<file path="config.mk">
export PLATFORM = sky130hd
export DESIGN_NAME = game_ctrl
export DESIGN_NICKNAME = d
export VERILOG_FILES = /design/src/rtl/game_ctrl.sv
export SDC_FILE = /design/constraint.sdc
export NUM_CORES = 1
export LEC_CHECK = 0
export CAP_MARGIN = 15
export CORE_MARGIN = 8
export CORE_UTILIZATION = 25
export CTS_BUF_LIST = sky130_fd_sc_hd__clkbuf_2 sky130_fd_sc_hd__clkbuf_4 sky130_fd_sc_hd__clkbuf_8
export DETAILED_ROUTE_END_ITERATION = 6
export GPL_TIMING_DRIVEN = 1
export SYNTH_ARGS = -nofsm -noshare
export SYNTH_HDL_FRONTEND = slang
export SYNTH_SLANG_ARGS = --single-unit
</file>
<file path="constraint.sdc">
create_clock -name clk -period 2.32 [get_ports clk]
set_input_delay 0.58 -clock clk [delete_from_list [all_inputs] [get_ports clk]]
set_output_delay 0.58 -clock clk [all_outputs]
set_load 0.05 [all_outputs]
</file>
<file path="src/rtl/game_ctrl.sv">
// game_ctrl: round / lives / score / level controller for the frogger game.
// Frame tick comes from the falling edge of VSYNC, the start press from a
// rising edge on any d-pad button. All outputs are registered.
module game_ctrl #(
    parameter int unsigned START_LIVES     = 3,
    parameter int unsigned DEATH_FRAMES    = 60,
    parameter int unsigned GAMEOVER_FRAMES = 120,
    parameter int unsigned MAX_LEVEL       = 7
) (
    input  logic        clk,
    input  logic        reset_n,
    input  logic        vsync,
    input  logic        collision,
    input  logic        reached_end,
    input  logic [3:0]  dpad_input,
    output logic [1:0]  state,
    output logic        frog_respawn,
    output logic [1:0]  lives,
    output logic [15:0] score,
    output logic [2:0]  level,
    output logic        flash
);

    // Timer must hold the larger of the two frame counts; bit 3 drives flash,
    // so keep at least four bits.
    localparam int unsigned TIMER_MAX = (DEATH_FRAMES > GAMEOVER_FRAMES) ?
                                        DEATH_FRAMES : GAMEOVER_FRAMES;
    localparam int unsigned TW = ($clog2(TIMER_MAX) < 4) ? 4 : $clog2(TIMER_MAX);

    typedef enum logic [1:0] {
        ST_IDLE     = 2'b00,
        ST_PLAY     = 2'b01,
        ST_DYING    = 2'b10,
        ST_GAMEOVER = 2'b11
    } state_t;

    // Add ten to a four-digit BCD value: tens digit upward, units untouched.
    function automatic logic [15:0] bcd_add10(input logic [15:0] value);
        logic [15:0] result;
        logic        carry;
        result = value;
        carry  = 1'b1;
        for (int d = 1; d < 4; d++) begin
            if (carry) begin
                if (result[d*4 +: 4] >= 4'd9) begin
                    result[d*4 +: 4] = 4'd0;
                    carry            = 1'b1;
                end else begin
                    result[d*4 +: 4] = result[d*4 +: 4] + 4'd1;
                    carry            = 1'b0;
                end
            end else begin
                carry = 1'b0;
            end
        end
        return result;
    endfunction

    state_t          state_r;
    state_t          state_s;
    logic            vsync_r;
    logic [3:0]      dpad_r;
    logic [TW-1:0]   timer_r;
    logic [TW-1:0]   timer_s;
    logic [1:0]      lives_s;
    logic [15:0]     score_s;
    logic [2:0]      level_s;
    logic            respawn_ev_s;
    logic            respawn_s;
    logic            flash_s;
    logic            frame_tick_s;
    logic            start_edge_s;

    assign frame_tick_s = vsync_r & ~vsync;
    assign start_edge_s = (|dpad_input) & (dpad_r == 4'd0);
    assign state        = state_r;

    // Input edge-detect registers for VSYNC and the d-pad.
    always_ff @(posedge clk or negedge reset_n) begin
        if (!reset_n) begin
            vsync_r <= 1'b0;
            dpad_r  <= 4'd0;
        end else begin
            vsync_r <= vsync;
            dpad_r  <= dpad_input;
        end
    end

    // Next-state and next-value logic for the game FSM and its counters.
    always_comb begin
        state_s      = state_r;
        timer_s      = timer_r;
        lives_s      = lives;
        score_s      = score;
        level_s      = level;
        respawn_ev_s = 1'b0;
        case (state_r)
            ST_IDLE: begin
                if (start_edge_s) begin
                    state_s      = ST_PLAY;
                    lives_s      = 2'(START_LIVES);
                    score_s      = 16'h0000;
                    level_s      = 3'd0;
                    respawn_ev_s = 1'b1;
                end else begin
                    state_s = ST_IDLE;
                end
            end
            ST_PLAY: begin
                if (frame_tick_s && collision) begin
                    state_s = ST_DYING;
                    lives_s = (lives == 2'd0) ? 2'd0 : lives - 2'd1;
                    timer_s = TW'(DEATH_FRAMES - 1);
                end else if (frame_tick_s && reached_end) begin
                    score_s      = (score[15:4] == 12'h999) ? score : bcd_add10(score);
                    level_s      = (level >= 3'(MAX_LEVEL)) ? 3'(MAX_LEVEL) : level + 3'd1;
                    respawn_ev_s = 1'b1;
                end else begin
                    state_s = ST_PLAY;
                end
            end
            ST_DYING: begin
                if (frame_tick_s && (timer_r == '0)) begin
                    if (lives == 2'd0) begin
                        state_s = ST_GAMEOVER;
                        timer_s = TW'(GAMEOVER_FRAMES - 1);
                    end else begin
                        state_s      = ST_PLAY;
                        respawn_ev_s = 1'b1;
                    end
                end else if (frame_tick_s) begin
                    timer_s = timer_r - TW'(1);
                end else begin
                    state_s = ST_DYING;
                end
            end
            ST_GAMEOVER: begin
                if (start_edge_s && (timer_r == '0)) begin
                    state_s      = ST_PLAY;
                    lives_s      = 2'(START_LIVES);
                    score_s      = 16'h0000;
                    level_s      = 3'd0;
                    respawn_ev_s = 1'b1;
                end else if (frame_tick_s && (timer_r != '0)) begin
                    timer_s = timer_r - TW'(1);
                end else begin
                    state_s = ST_GAMEOVER;
                end
            end
            default: begin
                state_s = ST_IDLE;
                timer_s = '0;
            end
        endcase
        // A respawn request right after a pulse is folded into that pulse.
        respawn_s = respawn_ev_s & ~frog_respawn;
        flash_s   = (state_s == ST_DYING) & timer_s[3];
    end

    // Registered state, counters and outputs.
    always_ff @(posedge clk or negedge reset_n) begin
        if (!reset_n) begin
            state_r      <= ST_IDLE;
            timer_r      <= '0;
            frog_respawn <= 1'b0;
            lives        <= 2'(START_LIVES);
            score        <= 16'h0000;
            level        <= 3'd0;
            flash        <= 1'b0;
        end else begin
            state_r      <= state_s;
            timer_r      <= timer_s;
            frog_respawn <= respawn_s;
            lives        <= lives_s;
            score        <= score_s;
            level        <= level_s;
            flash        <= flash_s;
        end
    end

endmodule

</file>
==> run summary <==
The flow ran to the end, and the final reports show no timing, DRC or antenna violations. The portion of the post-synthesis area used by sequential elements came out at 0.430. The clock tree from TritonCTS is built.

At the end of the flow the core is filled with cells to 0.333. The slew at the pin closest to its max-slew limit is 0.511 ns. The wire length of the first global-routing pass came out at 7.89 mm. The vertical extent of the die is a little over 100 microns. The analysis attributes to cell leakage a power of 1.13 nW. The number of antenna violations at the first check in global routing is 0. The remaining antenna violation count is 0.

The number of endpoints with negative hold slack in the final report was 0. The storage element area came out at 828 sq um. Setup repair after global routing left no endpoint under its margin. The min-delay analysis places its worst path in the category flop to flop.

The worst path buffer plus inverter count came out at 1. The critical path goes through clkdlybuf4s50_1. During synthesis, Yosys emitted a total of 0 warnings. The flip-flop cell with the highest count after synthesis is sky130_fd_sc_hd__dfrtp_1. Entering global routing, the biggest net connects 34 pins.

By instance count, the leading cell after synthesis is sky130_fd_sc_hd__dfrtp_1. CTS built an H-tree with a depth of 2. The count of unique library cells instantiated by Yosys came out at 56. The final critical-path share of the clock period is 0.945. The largest area contributor in the synthesized netlist is sky130_fd_sc_hd__dfrtp_1. The number of hold buffers added after CTS was 0. The area of the die is 10800 sq um. Buffers inserted during clock tree synthesis total 5. Buffers placed on the I/O ports in this run total 29. The part of the power in combinational logic is 0.428. The number of max-capacitance violations reported is 0. The share of total power dissipated in sequential elements is 0.348.

The total design power came out at around 0.0026 W. The cell total after placement is 350. The highest net fanout along the worst path is 7. The share of Yosys cell area claimed by the top area cell type is 0.403. The number of setup violations in the final report came out at 0. Counting flops and latches in the post-synthesis netlist gives 33. Yosys attributes the largest share of cell area to sky130_fd_sc_hd__dfrtp_1 40%, sky130_fd_sc_hd__ha_1 8.4%, sky130_fd_sc_hd__o21ai_0 5.7%, sky130_fd_sc_hd__nand2_1 4.1%, sky130_fd_sc_hd__a21oi_1 3.6%. The latest clock arrival within the worst-skew pair is approximately 0.29 ns. The clock period minus final worst setup slack is 2.19 ns. The switching power is 0.00110 W. The core box area is 7610 sq um. The number of max-slew violations in the final report came out at 0. Among cell families on the critical path, the largest total delay comes from buffers and inverters. The largest single stage delay on the critical path is 0.86 ns. At the worst endpoint, the required time is 1.74 ns. The peak ir drop on the vdd network came out at 0.000461 V. The data arrival time of the critical path came out at 1.61 ns. The quantity of gates resized following cts came out at 0.

The worst max-slew margin expressed relative to the limit came out at 0.651. The footprint of the multi-input gates is 998 sq um. The count of buffers added by post-CTS timing repair for setup came out at 0. The placement row count came out at 32. Across all layers, the routed design uses 1652 vias.

Counting flops with a built-in enable in the synthesized netlist gives 0. The CTS sink count is 33. The final cell count without fillers came out at 358. The clock transition at the registers of the reported paths came out at 0.08 ns. The I/O pin count came out at 34. The fill cell total of the finished layout came out at 799. The detail-routed via count per cell is 4.61. The all-layer global routing usage is 0.0876. The diode insertion count for antenna repair came out at 0. Routability-driven placement finished with a final weighted congestion of 0.799. The wire length per cell after detailed routing is around 13 microns.

The share of total power dissipated in the clock network is 0.224. The proportion of synthesized flip-flops having asynchronous set or reset is 1.00. The critical path startpoint category is a flop.

The number of global-route vias before repair came to ~1600. The commonest cells after synthesis are 31 x sky130_fd_sc_hd__dfrtp_1, 22 x sky130_fd_sc_hd__o21ai_0, 21 x sky130_fd_sc_hd__nand2_1. The cell area after synthesis came out at 1930 sq um. For the final routed database, the setup TNS stands at 0 ns. The maximum achievable frequency came out at 456 MHz. The final wirelength came out at 4.71 mm. The fraction of layout cells with a size suffix above 1 is 0.168.

The initial core utilization is 0.253. The initial detailed-routing violation count is 81. The average instance area after synthesis came out at between 9 and 10 sq um. The cell internal power dissipation is 0.00148 W. Global routing finished with a remaining overflow of 0. The critical-path cell with the highest stage delay is sky130_fd_sc_hd__clkdlybuf4s50_1.

The first-pass detailed-route iteration total came out at 4. The number of cells produced by synthesis came out at ~210. The largest buffer count on any clock path came out at 2. The area added between synthesis and finish is 31.6%.

The cell sitting at the root of the clock tree is a sky130_fd_sc_hd__clkbuf_8. The width of the die came out at 104 microns. The critical path class is flop to primary output.

The power density relative to cell area is roughly 1000 nW/um^2. The tightest hold margin came out at between 0.5 and 0.6 ns. The remaining design rule violation count came out at 0. After the last flow step, the layout net total stands at 277.

The worst setup path is captured at a primary output. The clock arrives with 0.00618 ns of skew. The detailed-placement wirelength estimate is approximately 3.6 mm. The switching part of the total power came out at 0.426.
==> flip-flops by register name, summed over array words and instances, names as in the netlist, 2 cells and up <==
signal and count:
state 2, lives 2, score 12, timer_r 7, level 3, dpad_r 4
==> power by group through the flow <==
stage          Sequential [W]  Clock [W]  Combinational (W)
6_report             0.000898   0.000579            0.00111
5_1_grt              0.000928   0.000622            0.00121
4_1_cts              0.000900   0.000597            0.00112
3_5_place_dp         0.000909          0            0.00111
3_3_place_gp         0.000906          0            0.00110
2_1_floorplan         0.00115          0           0.000520
==> routing by layer <==
metal  vias to the layer above  track usage  wire length, microns
met5                         -            0                     0
met4                         0       0.0279                    44
met3                         6       0.0291                   278
met2                        40        0.146                  2310
met1                       783        0.103                  2070
li1                        823            -                     -
==> cell families (layout without fill, tap and decap cells) <==
logic type / after synthesis / count (layout) / synth area share
compound gates: 58 / 58 / 0.188
xor+xnor: 1 / 1 / 0.00455
fa+ha+maj: 13 / 13 / 0.0845
buf+inv: 24 / 69 / 0.0572
flops: 33 / 33 / 0.430
mux: 3 / 3 / 0.0162
other cells: 1 / 4 / 0.00195
simple gates: 75 / 75 / 0.217
==> final timing paths <==
path / from / to / slack (ns) / depth (start not counted)
min in group asynchronous: reset_n / timer_r[6] / 0.71 / 2
hold reg to reg: lives[1] / lives[1] / 0.53 / 2
setup / recovery: score[4] / score[4] / 0.13 / 1
setup reg to reg: score[4] / score[14] / 0.19 / 7
max in group asynchronous: reset_n / lives[1] / 1.27 / 2
hold / removal: lives[1] / lives[1] / 0.53 / 2
==> per-stage QoR <==
| stage | instance area (sq um) | worst slack [ns] |
|---|---|---|
| 2_1_floorplan | 1940 | 0.0376 |
| 3_3_place_gp | 2410 | -0.0461 |
| 3_5_place_dp | 2410 | -0.0867 |
| 4_1_cts | 2530 | 0.110 |
| 5_1_grt | 2530 | 0.0177 |
| 6_report | 2530 | 0.128 |
==> worst reg2reg max path: cells and delay by family, from the launching register on <==
family	cells	cell delay (ns)
adder cells (fa/ha/maj)	1	0.25
AO/OA/AOI/OAI	2	0.47
buffers and inverters	1	0.16
AND/OR/NAND/NOR	3	0.68
flip-flops	1	0.46
==> layout by cell type (no fill, tap or decap), types with 4 or more instances in the layout <==
cell type / synthesis / final
sky130_fd_sc_hd__clkdlybuf4s50_1: 0 / 25
sky130_fd_sc_hd__ha_1: 13 / 13
sky130_fd_sc_hd__dfrtp_1: 31 / 31
sky130_fd_sc_hd__nor2_1: 16 / 16
sky130_fd_sc_hd__buf_4: 5 / 20
sky130_fd_sc_hd__nand3_1: 7 / 7
sky130_fd_sc_hd__inv_1: 16 / 16
sky130_fd_sc_hd__a21oi_1: 14 / 14
sky130_fd_sc_hd__clkbuf_8: 0 / 6
sky130_fd_sc_hd__o21ai_0: 22 / 22
sky130_fd_sc_hd__nand2_1: 21 / 21
sky130_fd_sc_hd__conb_1: 1 / 4
==> cell type report <==
cell class	instances	area share
well taps	102	0.0503
flip-flops and latches	33	0.327
clock buffers	6	0.0326
multi-input cells	154	0.394
repair buffers	45	0.158
inverters	16	0.0237
clock inverters	2	0.0148
No activity file was read; power rests on OpenSTA's default activity.
